===== config.mk =====
export PLATFORM = sky130hd
export DESIGN_NAME = expr_pipe_flat
export DESIGN_NICKNAME = d
export VERILOG_FILES = /design/src/rtl/expr_pipe_if.sv /design/src/rtl/expr_pipe.sv /design/src/flat_wrapper.sv
export SDC_FILE = /design/constraint.sdc
export NUM_CORES = 1
export LEC_CHECK = 0
export ABC_AREA = 1
export ABC_CLOCK_PERIOD_IN_PS = 3600
export CORE_MARGIN = 1.5
export CORE_UTILIZATION = 45
export DETAILED_ROUTE_END_ITERATION = 8
export GPL_ROUTABILITY_DRIVEN = 0
export PLACE_DENSITY_LB_ADDON = 0.15
export SLEW_MARGIN = 15
export SYNTH_ARGS = -nofsm -noshare
export SYNTH_HDL_FRONTEND = slang
export SYNTH_SLANG_ARGS = --single-unit

===== constraint.sdc =====
create_clock -name clk -period 3.6 [get_ports clk]
set_clock_uncertainty 0.15 [all_clocks]
set_input_delay 0.72 -clock clk [delete_from_list [all_inputs] [get_ports clk]]
set_output_delay 0.72 -clock clk [all_outputs]
set_load 0.05 [all_outputs]

===== src/rtl/expr_pipe_if.sv =====
// Handshake bundle for expr_pipe: operand input channel and result output channel.
// The producer/consumer side uses master, the pipeline itself uses slave.
interface expr_pipe_if #(
  parameter int W = 4
);
  logic             in_valid;
  logic             in_ready;
  logic [6*W-1:0]   in_data;
  logic             in_op;
  logic             out_valid;
  logic             out_ready;
  logic [2*W:0]     out_data;
  logic             out_dz;

  modport master (
    output in_valid, in_data, in_op, out_ready,
    input  in_ready, out_valid, out_data, out_dz
  );

  modport slave (
    input  in_valid, in_data, in_op, out_ready,
    output in_ready, out_valid, out_data, out_dz
  );
endinterface


===== src/rtl/expr_pipe.sv =====
// Three-stage valid/ready pipeline computing (a/b)*(c/d) -/+ (e/f) on unsigned operands,
// with divide-by-zero flagged rather than trapped, and a wrapping consumed-result counter.
module expr_pipe #(
  parameter int W     = 4,
  parameter int CNT_W = 16
) (
  input  logic             clk,
  input  logic             reset,
  expr_pipe_if.slave       bus,
  output logic [CNT_W-1:0] res_cnt
);

  localparam int DW = 6 * W;
  localparam int RW = 2 * W + 1;

  // Zero divisor saturates to all-ones; the caller reports it through the dz flag.
  function automatic logic [W-1:0] div_q(input logic [W-1:0] n, input logic [W-1:0] d);
    if (d == {W{1'b0}}) begin
      div_q = {W{1'b1}};
    end else begin
      div_q = n / d;
    end
  endfunction

  logic             r_v1;
  logic [DW-1:0]    r_data1;
  logic             r_op1;

  logic             r_v2;
  logic [W-1:0]     r_qab2;
  logic [W-1:0]     r_qcd2;
  logic [W-1:0]     r_qef2;
  logic             r_op2;
  logic             r_dz2;

  logic             r_v3;
  logic [2*W-1:0]   r_prod3;
  logic [W-1:0]     r_qef3;
  logic             r_op3;
  logic             r_dz3;

  logic [CNT_W-1:0] r_cnt;

  logic             w_ld1;
  logic             w_ld2;
  logic             w_ld3;
  logic [W-1:0]     w_a;
  logic [W-1:0]     w_b;
  logic [W-1:0]     w_c;
  logic [W-1:0]     w_d;
  logic [W-1:0]     w_e;
  logic [W-1:0]     w_f;
  logic [W-1:0]     w_qab;
  logic [W-1:0]     w_qcd;
  logic [W-1:0]     w_qef;
  logic             w_dz;
  logic [2*W-1:0]   w_prod;
  logic [RW-1:0]    w_prod_ext;
  logic [RW-1:0]    w_qef_ext;
  logic [RW-1:0]    w_res;

  // A stage may load when it is empty or its content moves on this same edge.
  assign w_ld3 = !r_v3 || bus.out_ready;
  assign w_ld2 = !r_v2 || w_ld3;
  assign w_ld1 = !r_v1 || w_ld2;

  assign bus.in_ready = w_ld1;

  assign w_a = r_data1[6*W-1:5*W];
  assign w_b = r_data1[5*W-1:4*W];
  assign w_c = r_data1[4*W-1:3*W];
  assign w_d = r_data1[3*W-1:2*W];
  assign w_e = r_data1[2*W-1:W];
  assign w_f = r_data1[W-1:0];

  assign w_qab = div_q(w_a, w_b);
  assign w_qcd = div_q(w_c, w_d);
  assign w_qef = div_q(w_e, w_f);
  assign w_dz  = (w_b == {W{1'b0}}) || (w_d == {W{1'b0}}) || (w_f == {W{1'b0}});

  assign w_prod = {{W{1'b0}}, r_qab2} * {{W{1'b0}}, r_qcd2};

  // Both terms are non-negative, so zero extension into the signed result width is exact.
  assign w_prod_ext = {1'b0, r_prod3};
  assign w_qef_ext  = {{(W+1){1'b0}}, r_qef3};

  // Final add/subtract from the S3 registers.
  always_comb begin
    w_res = {RW{1'b0}};
    if (r_op3) begin
      w_res = w_prod_ext + w_qef_ext;
    end else begin
      w_res = w_prod_ext - w_qef_ext;
    end
  end

  assign bus.out_valid = r_v3;
  assign bus.out_data  = w_res;
  assign bus.out_dz    = r_dz3;
  assign res_cnt       = r_cnt;

  // S1: capture operands and op.
  always_ff @(posedge clk or posedge reset) begin
    if (reset) begin
      r_v1    <= 1'b0;
      r_data1 <= {DW{1'b0}};
      r_op1   <= 1'b0;
    end else if (w_ld1) begin
      r_v1 <= bus.in_valid;
      if (bus.in_valid) begin
        r_data1 <= bus.in_data;
        r_op1   <= bus.in_op;
      end
    end
  end

  // S2: the three quotients plus the divide-by-zero flag.
  always_ff @(posedge clk or posedge reset) begin
    if (reset) begin
      r_v2   <= 1'b0;
      r_qab2 <= {W{1'b0}};
      r_qcd2 <= {W{1'b0}};
      r_qef2 <= {W{1'b0}};
      r_op2  <= 1'b0;
      r_dz2  <= 1'b0;
    end else if (w_ld2) begin
      r_v2 <= r_v1;
      if (r_v1) begin
        r_qab2 <= w_qab;
        r_qcd2 <= w_qcd;
        r_qef2 <= w_qef;
        r_op2  <= r_op1;
        r_dz2  <= w_dz;
      end
    end
  end

  // S3: exact product alongside the pending e/f term.
  always_ff @(posedge clk or posedge reset) begin
    if (reset) begin
      r_v3    <= 1'b0;
      r_prod3 <= {(2*W){1'b0}};
      r_qef3  <= {W{1'b0}};
      r_op3   <= 1'b0;
      r_dz3   <= 1'b0;
    end else if (w_ld3) begin
      r_v3 <= r_v2;
      if (r_v2) begin
        r_prod3 <= w_prod;
        r_qef3  <= r_qef2;
        r_op3   <= r_op2;
        r_dz3   <= r_dz2;
      end
    end
  end

  // Consumed-result counter, wraps naturally.
  always_ff @(posedge clk or posedge reset) begin
    if (reset) begin
      r_cnt <= {CNT_W{1'b0}};
    end else if (r_v3 && bus.out_ready) begin
      r_cnt <= r_cnt + CNT_W'(1'b1);
    end
  end

endmodule


===== src/flat_wrapper.sv =====
// flat-port wrapper written by rule: the top's interface ports become plain ports
module expr_pipe_flat 
#(
  parameter int W     = 4,
  parameter int CNT_W = 16
)
  (clk, reset, res_cnt, bus_in_valid, bus_in_data, bus_in_op, bus_out_ready, bus_in_ready, bus_out_valid, bus_out_data, bus_out_dz);
  expr_pipe_if #(.W(W)) bus_i ();
  input  logic clk;
  input  logic reset;
  output logic [CNT_W-1:0] res_cnt;
  input wire logic [$bits(bus_i.in_valid)-1:0] bus_in_valid;
  input wire logic [$bits(bus_i.in_data)-1:0] bus_in_data;
  input wire logic [$bits(bus_i.in_op)-1:0] bus_in_op;
  input wire logic [$bits(bus_i.out_ready)-1:0] bus_out_ready;
  output wire logic [$bits(bus_i.in_ready)-1:0] bus_in_ready;
  output wire logic [$bits(bus_i.out_valid)-1:0] bus_out_valid;
  output wire logic [$bits(bus_i.out_data)-1:0] bus_out_data;
  output wire logic [$bits(bus_i.out_dz)-1:0] bus_out_dz;
  assign bus_i.in_valid = bus_in_valid;
  assign bus_i.in_data = bus_in_data;
  assign bus_i.in_op = bus_in_op;
  assign bus_i.out_ready = bus_out_ready;
  assign bus_in_ready = bus_i.in_ready;
  assign bus_out_valid = bus_i.out_valid;
  assign bus_out_data = bus_i.out_data;
  assign bus_out_dz = bus_i.out_dz;
  expr_pipe #(.W(W), .CNT_W(CNT_W)) u_core (.clk(clk), .reset(reset), .bus(bus_i), .res_cnt(res_cnt));
endmodule

## Word level (Yosys, flattened, before mapping)

Index checks and enable logic that the tools add are counted.

- Muxes and demuxes: 4
- Add/sub/neg operators: 3
- Multipliers: 1
- Reductions and logical operators: 15
- Div/mod/pow operators: 3

Operator list:

| kind | count |
|---|---|
| $add 16x1->16 const B | 1 |
| $div 4x4->4 | 3 |
| $logic_not 4->1 | 3 |
| $mux 4 | 3 |
| $add 8x4->9 | 1 |
| $mux 9 | 1 |
| $sub 8x4->9 | 1 |
| $mul 4x4->8 | 1 |
| $reduce_and 2->1 | 3 |
| $logic_or 1x1->1 | 5 |
| $logic_not 1->1 | 3 |
| $logic_and 1x1->1 | 1 |

- Word-level logic and storage cells: 41
- Input port bits: 29
- Output and inout bits: 28
- Bits in registers: 72

## Logic depth before layout (Yosys ltp)

Gate-level depths: netlist of run 1.

- Depth in word-level cells: 5
- Depth in mapped cells: 27
- Depth with buffers taken out: 27

## Least setup slack after synthesis of run 1

Ideal clock, no wire load.

- Kind: register -> register
- Start: register u_core.r_data1[0]
- End: register u_core.r_qef2[0]
- Data required time: 3.334 ns
- Setup slack: 0.224 ns
- Cell stages (with the launch flop): 24
- Setup time: 0.116 ns
- Data arrival time: 3.109 ns
- Cell sequence: dfrtp_1 -> inv_1 -> ha_1 -> nand2_1 -> nand2_1 -> inv_1 -> ha_1 -> nand2_1 -> nand3b_1 -> nand2_1 -> o21ai_0 -> ha_1 -> nand2_1 -> nand3_1 -> or2_2 -> nand3_1 -> nand2_1 -> ha_1 -> nand2_1 -> inv_1 -> o21ai_0 -> nand4_1 -> nand2_1 -> nand2_1

- Longest elaborated chain between the ends: 2
- Elaborated cells on any way between the ends: 3

Ends and longest elaborated chain:

| item | RTL line | source |
|---|---|---|
| start, declared | expr_pipe.sv:26 | `logic [DW-1:0] r_data1;` |
| start signal, assigned | expr_pipe.sv:106 | `r_data1 <= {DW{1'b0}};` |
| start signal, assigned | expr_pipe.sv:111 | `r_data1 <= bus.in_data;` |
| $div 4x4->4 / $logic_not 4->1 (equally long branches) | expr_pipe.sv:21, expr_pipe.sv:18 |  |
| $mux 4 * | expr_pipe.sv:18 | `if (d == {W{1'b0}}) begin` |
| end signal, assigned | expr_pipe.sv:123 | `r_qef2 <= {W{1'b0}};` |
| end signal, assigned | expr_pipe.sv:131 | `r_qef2 <= w_qef;` |
| end, declared | expr_pipe.sv:32 | `logic [W-1:0] r_qef2;` |

Mark *: on every way between the ends. The rest lies on a longest branch, timed or not.
A chain may end at the register's enable or synchronous reset.

## Final worst setup path of run 1

- Start: register u_core.r_data1[8]
- End: register u_core.r_qcd2[0]

- Longest elaborated chain between the ends: 2
- Elaborated cells on any way between the ends: 3

Ends and longest elaborated chain:

| item | RTL line | source |
|---|---|---|
| $div 4x4->4 / $logic_not 4->1 (equally long branches) | expr_pipe.sv:21, expr_pipe.sv:18 |  |
| $mux 4 * | expr_pipe.sv:18 |  |
| end signal, assigned | expr_pipe.sv:122 | `r_qcd2 <= {W{1'b0}};` |
| end signal, assigned | expr_pipe.sv:130 | `r_qcd2 <= w_qcd;` |
| end, declared | expr_pipe.sv:31 | `logic [W-1:0] r_qcd2;` |

Marked as above.

==> impl_metrics.py, run 1 <==
metrics = {
    "global_routing": {
        "wire_length_of_the_first_global_routing_pass_mm": 17.82,
        "antenna_violations_before_repair": 0,
        "track_usage_pct": 18.76,
        "grt_pass1_vias": 4118,
        "overflow": 0,
        "grt_max_degree": 49,
    },
    "synth": {
        "netlist-cell-type-count": 33,
        "synth.area.mux_share_pct": 0,
        "synth_commonest_cells": "183 x nand2_1, 97 x inv_1, 72 x dfrtp_1",
        "mappedNetlistArea_sq_um": 5021,
        "ff_latch_count_synth": 72,
        "ffs_w_async_s_r_synth_pct": 100.0,
        "synthesis.nets": 741,
        "synth_compound_gate_area_share_pct": 8.423,
        "synth_top_cells_by_area": "dfrtp_1 36%, ha_1 14%, nand2_1 14%",
        "synth-adder-area-share_pct": 15.95,
        "instance_count_of_the_mapped_netlist": 651,
        "syn_area_per_cell_sq_um": 7.713,
        "synth_top_area_share_pct": 35.88,
        "synthDominantAreaCellType": "dfrtp_1",
        "synth_most_common_cell": "nand2_1",
        "main_combinational_cell_family_by_area_after_synthesis": "simple AND/OR/NAND/NOR gates",
        "yosysWarningCount": 0,
        "dominantRegCellSynth": "dfrtp_1",
        "synth_simple_gate_area_share_pct": 27.09,
        "yosys.area_share.xor_xnor_pct": 3.663,
        "synth_sequential_area_ratio_pct": 35.88,
        "synth_edf_count": 0,
    },
    "final_layout": {
        "fillCellCount": 985,
        "finalCoreUtilization_pct": 58.83,
        "area_delta_synth_final_pct": 27.01,
        "diodes": 0,
        "final_nets": 830,
        "final-seq-area_sq_um": 1802,
        "area_taken_by_multi_input_logic_gates_sq_um": 2999,
        "post_route_cells_drive_above_1_share_pct": 15.44,
    },
    "die": {
        "ports": 57,
        "dieHeight_microns": 108.6,
        "chipWidth_microns": 108.6,
        "std_cell_rows": 38,
        "floorplan.die_area_sq_um": 11800,
        "start_util_pct": 46.32,
        "placeableCoreArea_sq_um": 10840,
    },
    "clock_network": {
        "cts_buffer_depth": 2,
        "cts-buffers-inserted": 9,
        "cts.reportedPaths.clkPinSlew_ns": 0.08,
        "cts_root_buffer": "clkbuf_8",
        "cts-htree-levels": 3,
        "post_cts_hold_buffer_count": 0,
        "cts_tree": "done",
        "clkLatencyLatePin_ns": 0.36,
        "cts_sinks": 72,
    },
    "setup_path": {
        "path_max_fanout": 5,
        "worst_setup_path_end_kind": "register",
        "timing.rr.start": "u_core.r_data1[8]$_DFFE_PP0P_",
        "r2r_setup_slack_ns": 0.1,
        "critPathKind": "register to register",
        "critical-path-max-stage-delay_ns": 0.35,
        "timing.critical_path.mode_cell": "nand2_1",
        "crit_path_max_delay_family": "adder cells",
        "crit_start": "u_core.r_data1[8]$_DFFE_PP0P_",
        "worst-path-buf-inv": 5,
        "critical-path-slowest-cell": "dfrtp_1",
        "cp.arrival_ns": 3.61,
        "crit_start_category": "register",
        "worst_path_required_time_ns": 3.70,
        "cells_on_worst_reg2reg_path": 25,
        "rr_endpoint": "u_core.r_qcd2[0]$_DFFE_PP0P_",
    },
    "timing": {
        "headroom_to_the_max_slew_limit_pct": 64.20,
        "total_setup_violations_reported_at_the_end_of_the_flow": 0,
        "report.final.slew_viol_count": 0,
        "max_clock_freq_ghz": 0.2853,
        "finalWorstPathRequiredPeriod_ns": 3.505,
        "rsz0062_at_grt": "yes",
        "hold_viol": 0,
        "final.hold.worst_slack_ns": 0.3263,
        "timing.final.crit_share_pct": 97.35,
        "worstMarginPinSlew_ns": 0.5362,
    },
    "worst_hold_path": {
        "hold_class": "register to register",
        "worstHoldPathCells": 1,
        "min_to": "u_core.res_cnt[15]$_DFFE_PP0P_",
        "timing.hold.worst.start": "u_core.res_cnt[15]$_DFFE_PP0P_",
    },
    "detailed_routing": {
        "wire_per_inst_microns": 12.00,
        "detail_route.iter0.violations": 167,
        "via_count": 4329,
        "drt_pass1_iterations": 4,
        "drt-total-wl_mm": 10.62,
        "drcViolationCount": 0,
        "antenna_violating_nets_post_route": 0,
        "viasPerCell": 4.892,
    },
    "pwr": {
        "power.density_nw_per_um2": 843.3,
        "total_power_mw": 5.378,
        "p_leak_nw": 3.392,
        "worst_ir_drop_vdd_mv": 1.552,
    },
    "flow_run": {
        "cap_violations": 0,
    },
    "outcome": {
        "outcome": "finished clean",
    },
    "placement": {
        "dpl.hpwl_mm": 7.992,
        "portBuffers": 56,
    },
}
[layer usage]
metal | global-route usage [%] | share of wire, % | up-vias
met3 | 4.005 | 3.3 | 18
met4 | 5.639 | 1.7 | 0
met1 | 23.94 | 48 | 1983
li1 | - | - | 2266
met5 | 0 | 0 | -
met2 | 31.85 | 47 | 62
[worst reg2reg max path: cells and delay by family, from the launching register on]
family          cells  cell delay (ns)
fa+ha+maj           4             1.13
simple gates       14             1.03
buf+inv             5             0.39
flops               1             0.35
compound gates      2             0.32
[worst max path at each step]
| stage | to | slack [ns] | cells past startpoint |
|---|---|---|---|
| final | u_core.r_qcd2[0]$_DFFE_PP0P_ | 0.1 | 25 |
| after global routing | u_core.r_qcd2[0]$_DFFE_PP0P_ | -0.17 | 26 |
| after CTS | u_core.r_qcd2[0]$_DFFE_PP0P_ | 0.01 | 23 |
| after detailed placement | u_core.r_qab2[0]$_DFFE_PP0P_ | -0.08 | 25 |
| after global placement | u_core.r_qab2[0]$_DFFE_PP0P_ | 0.01 | 26 |
| after floorplan | u_core.r_qef2[0]$_DFFE_PP0P_ | 0.22 | 23 |
[layout by cell type, fill, tap and decap left out, types with 3 or more instances in the layout]
| cell type | count |
|---|---|
| nand2_1 | 164 |
| o211ai_1 | 3 |
| xnor2_1 | 9 |
| nand4_1 | 10 |
| inv_1 | 94 |
| o21bai_1 | 3 |
| nand2_2 | 19 |
| ha_1 | 46 |
| dfrtp_1 | 72 |
| buf_4 | 34 |
| a21oi_2 | 3 |
| nor2_4 | 3 |
| o21ai_0 | 14 |
| a31oi_1 | 3 |
| nor2_1 | 52 |
| nand3_2 | 3 |
| nand3b_1 | 3 |
| o21ai_2 | 3 |
| buf_12 | 4 |
| nor3_1 | 3 |
| or2_2 | 4 |
| nor3_2 | 3 |
| a21oi_1 | 38 |
| o21ai_1 | 7 |
| ha_4 | 10 |
| nand3_1 | 39 |
| fa_1 | 4 |
| inv_2 | 4 |
| xor2_1 | 12 |
| clkdlybuf4s50_1 | 48 |
| clkbuf_8 | 10 |
| nand2_4 | 4 |
[sequential cells by signal, indices dropped and copies added (netlist names), 4 cells and up]
name            count
u_core.r_qef2       4
u_core.r_qcd2       4
u_core.r_qef3       4
u_core.res_cnt     16
u_core.r_qab2       4
u_core.r_data1     24
u_core.r_prod3      8
[final cells by class]
class                   instances  share of cell area, %
clock buffers                  10                  2.158
clock inverters                 6                  1.059
inverters                      98                  5.768
multi-input cells             472                  47.03
flip-flops and latches         72                  28.25
well taps                     140                  2.747
repair buffers                 87                  12.99
[per-stage QoR]
stage | cell area [sq um] | TNS, ns | cells | setup WS, ns
2_1_floorplan | 5021 | 0 | 651 | 0.2242
3_3_place_gp | 5841 | 0 | 856 | 0.01088
3_5_place_dp | 5841 | -0.1669 | 856 | -0.08401
4_1_cts | 6061 | 0 | 873 | 0.009741
5_1_grt | 6377 | -0.3861 | 885 | -0.1729
6_report | 6377 | 0 | 885 | 0.09549
[logic make-up after synthesis]
| family | count (synthesis) |
|---|---|
| xor gates and xnor gates | 21 |
| adders and majority gates | 61 |
| buffers and inverters | 107 |
| DFF | 72 |
| AOI/OAI and AO/OA | 78 |
| and+or+nand+nor | 312 |
[what timing repair did]
action / CTS / global route
buffers inserted: 1 / 12
endpoints found under the hold margin: 0 / 0
setup endpoints to repair: 2 / 7
pin swaps: 1 / 32
resized for setup: 7 / 47
[where the power goes]
group / internal [mW] / leakage, nW / switching (mW)
clock: 0.341 / 0.0989 / 0.336
sequential: 1.02 / 0.864 / 0.203
combinational: 1.40 / 2.43 / 2.08
total: 2.76 / 3.39 / 2.62
Power figures use the tool's default switching activity.
==> run 2, diff against run 1 <==
--- a/config.mk
+++ b/config.mk
@@ -8,7 +8,7 @@
 export ABC_AREA = 1
 export ABC_CLOCK_PERIOD_IN_PS = 3600
 export CORE_MARGIN = 1.5
-export CORE_UTILIZATION = 45
+export CORE_UTILIZATION = 35
 export DETAILED_ROUTE_END_ITERATION = 8
 export GPL_ROUTABILITY_DRIVEN = 0
 export PLACE_DENSITY_LB_ADDON = 0.15
==> run 2 against run 1 <==
  * Worst hold slack better by 0.0075 ns
  * Largest power group unchanged
  * Utilization down 11 points
  * Largest cell class unchanged
  * Critical path depth down 2
  * Final area up 4.6%
==> impl_metrics.py, run 2 (synthesized netlist as in run 1, its figures left out) <==
metrics = {
    "global_routing": {
        "gr-usage-met3_pct": 4.322,
        "antenna_violations_before_repair": 0,
        "use_met1_pct": 20.68,
        "overflow": 0,
        "grt_max_degree": 49,
        "wire_length_of_the_first_global_routing_pass_mm": 18.02,
        "grt_pass1_vias": 3959,
        "gr-max-usage-layer": "met2",
        "met2_layer_usage_reported_by_global_route_pct": 22.99,
        "track_usage_pct": 15.04,
    },
    "detailed_routing": {
        "drt-total-wl_mm": 11.09,
        "wire_per_inst_microns": 11.97,
        "detail_route.iter0.violations": 169,
        "antenna_violating_nets_post_route": 0,
        "drcViolationCount": 0,
        "via_count": 4325,
        "viasPerCell": 4.666,
        "drt_pass1_iterations": 4,
    },
    "setup_path": {
        "critical-path-slowest-cell": "dfrtp_1",
        "rr_endpoint": "u_core.r_qcd2[0]$_DFFE_PP0P_",
        "cp.arrival_ns": 3.62,
        "critPathKind": "register to register",
        "r2r_setup_slack_ns": 0.06,
        "timing.rr.start": "u_core.r_data1[8]$_DFFE_PP0P_",
        "timing.critical_path.mode_cell": "nand2_1",
        "worst_path_cell_trace": "inv_1 > ha_1 > nand2_1 > nand2_1 > inv_1 > ha_4 > nand2_1 > nand3b_1 > nand2_2 > o21ai_2 > ha_4 > nand2_1 > nand3_2 > or2_2 > nand3_1 > nand2_1 > ha_1 > nand2_1 > inv_1 > o21ai_1 > nand4_1 > nand2_1 > nand2_1",
        "worst_path_required_time_ns": 3.68,
        "critical-path-max-stage-delay_ns": 0.35,
        "crit_path_max_delay_family": "simple AND/OR/NAND/NOR gates",
        "path_max_fanout": 5,
        "worst-path-buf-inv": 3,
        "cells_on_worst_reg2reg_path": 23,
        "worst_setup_path_end_kind": "register",
        "crit_start_category": "register",
    },
    "final_layout": {
        "area_delta_synth_final_pct": 32.92,
        "stdcell_count": 927,
        "post_route_cells_drive_above_1_share_pct": 17.54,
        "max_reg_flops": 24,
        "final_nets": 832,
        "registers.top_by_ff_count": "u_core.r_data1",
        "diodes": 0,
        "layout_common_cells": "159 x nand2_1, 93 x inv_1, 72 x dfrtp_1",
        "commonest_non_fill_non_tap_cell_in_the_layout": "nand2_1",
        "final_cell_area_sq_um": 6674,
    },
    "pwr": {
        "power.density_nw_per_um2": 870.8,
        "p_leak_nw": 3.500,
        "total_power_mw": 5.811,
        "worst_ir_drop_vdd_mv": 0.6532,
    },
    "clock_network": {
        "cts-htree-levels": 3,
        "cts_sinks": 72,
        "cts_root_buffer": "clkbuf_16",
        "cts-buffers-inserted": 9,
        "cts.reportedPaths.clkPinSlew_ns": 0.06,
        "cts_tree": "done",
        "cts_buffer_depth": 2,
        "clkLatencyLatePin_ns": 0.34,
    },
    "timing": {
        "final.setup.worst_slack_ns": 0.06464,
        "max_clock_freq_ghz": 0.2829,
        "total_setup_violations_reported_at_the_end_of_the_flow": 0,
        "finalWorstPathRequiredPeriod_ns": 3.535,
        "hold_viol": 0,
        "rsz0062_at_grt": "yes",
        "report.final.slew_viol_count": 0,
        "headroom_to_the_max_slew_limit_pct": 63.41,
        "worstMarginPinSlew_ns": 0.5471,
        "timing.final.crit_share_pct": 98.20,
    },
    "placement": {
        "dpl.hpwl_mm": 8.418,
        "dpl-instance-area_sq_um": 5881,
        "placement.setup.worst_slack_ns": -0.1531,
        "portBuffers": 56,
        "dp.cells": 895,
    },
    "die": {
        "placeableCoreArea_sq_um": 13930,
        "floorplan.die_area_sq_um": 15070,
        "std_cell_rows": 43,
        "start_util_pct": 36.03,
        "dieHeight_microns": 122.8,
        "chipWidth_microns": 122.8,
        "ports": 57,
    },
    "worst_hold_path": {
        "hold_class": "register to register",
        "min_to": "u_core.res_cnt[15]$_DFFE_PP0P_",
        "timing.hold.worst.start": "u_core.res_cnt[15]$_DFFE_PP0P_",
        "worstHoldPathCells": 1,
    },
    "flow_run": {
        "cap_violations": 0,
    },
    "outcome": {
        "outcome": "finished clean",
    },
}
## run 2: cell count changes in the layout (fill, tap and decap cells not counted), sizes merged
cell	change
bufinv	+2
clkinvlp	-1
clkinv	-1
clkdlybuf4s50	-1
buf	+3
## run 2: per-layer routing
metal  vias to the layer above  wire (microns)
met4                         0             151
li1                       2269               -
met1                      1973            5309
met3                        11             455
met5                         -               0
met2                        72            5176
## run 2: cell type report
| class | instances | area (sq um) |
|---|---|---|
| Fill cell | 1388 | 7261 |
| Multi-Input combinational cell | 472 | 3084 |
| Tap cell | 180 | 225.2 |
| Timing Repair Buffer | 89 | 840.8 |
| Sequential cell | 72 | 1802 |
| Clock buffer | 10 | 239.0 |
| Clock inverter | 6 | 115.1 |
| Inverter | 98 | 367.9 |
## run 2: worst register-to-register path, cell delays in order, from the launching register on
cell,delay (ns)
dfrtp_1,0.35
inv_1,0.06
ha_1,0.29
nand2_1,0.05
nand2_1,0.09
inv_1,0.08
ha_4,0.28
nand2_1,0.05
nand3b_1,0.12
nand2_2,0.10
o21ai_2,0.21
ha_4,0.25
nand2_1,0.09
nand3_2,0.08
or2_2,0.29
nand3_1,0.09
nand2_1,0.06
ha_1,0.30
nand2_1,0.09
inv_1,0.05
o21ai_1,0.07
nand4_1,0.12
nand2_1,0.07
nand2_1,0.05
## run 2: worst max path at each step
stage / to / slack (ns) / cells after the start / startpoint
final: u_core.r_qcd2[0]$_DFFE_PP0P_ / 0.06 / 23 / u_core.r_data1[8]$_DFFE_PP0P_
after global routing: u_core.r_qcd2[0]$_DFFE_PP0P_ / -0.19 / 26 / u_core.r_data1[8]$_DFFE_PP0P_
after CTS: u_core.r_qcd2[0]$_DFFE_PP0P_ / 0.005 / 26 / u_core.r_data1[8]$_DFFE_PP0P_
after detailed placement: u_core.r_qab2[0]$_DFFE_PP0P_ / -0.15 / 25 / u_core.r_data1[16]$_DFFE_PP0P_
after global placement: u_core.r_qab2[0]$_DFFE_PP0P_ / -0.09 / 24 / u_core.r_data1[19]$_DFFE_PP0P_
after floorplan: u_core.r_qef2[0]$_DFFE_PP0P_ / 0.22 / 23 / u_core.r_data1[0]$_DFFE_PP0P_
## run 2: per-stage QoR
| stage | util (%) | hold WS [ns] | TNS [ns] |
|---|---|---|---|
| 4_1_cts | 44.82 | 0.3371 | 0 |
| 2_1_floorplan | - | 0.2926 | 0 |
| 3_5_place_dp | 42.20 | 0.3233 | -0.2592 |
| 5_1_grt | 47.89 | 0.3459 | -0.3169 |
| 6_report | 47.89 | 0.3338 | 0 |
| 3_3_place_gp | 42.20 | 0.3149 | -0.09139 |
## run 2: what timing repair did
item	in CTS	in global routing
pin swaps	1	46
buffers inserted	0	16
endpoints found under the setup margin	3	7
hold buffers	0	0
gates resized for setup	9	66
## run 2: report_power, final
group	internal (mW)	switching, mW	total (mW)	leakage (nW)
logic	1.41	2.11	3.53	2.47
registers	1.02	0.211	1.23	0.864
clock network	0.699	0.352	1.05	0.169
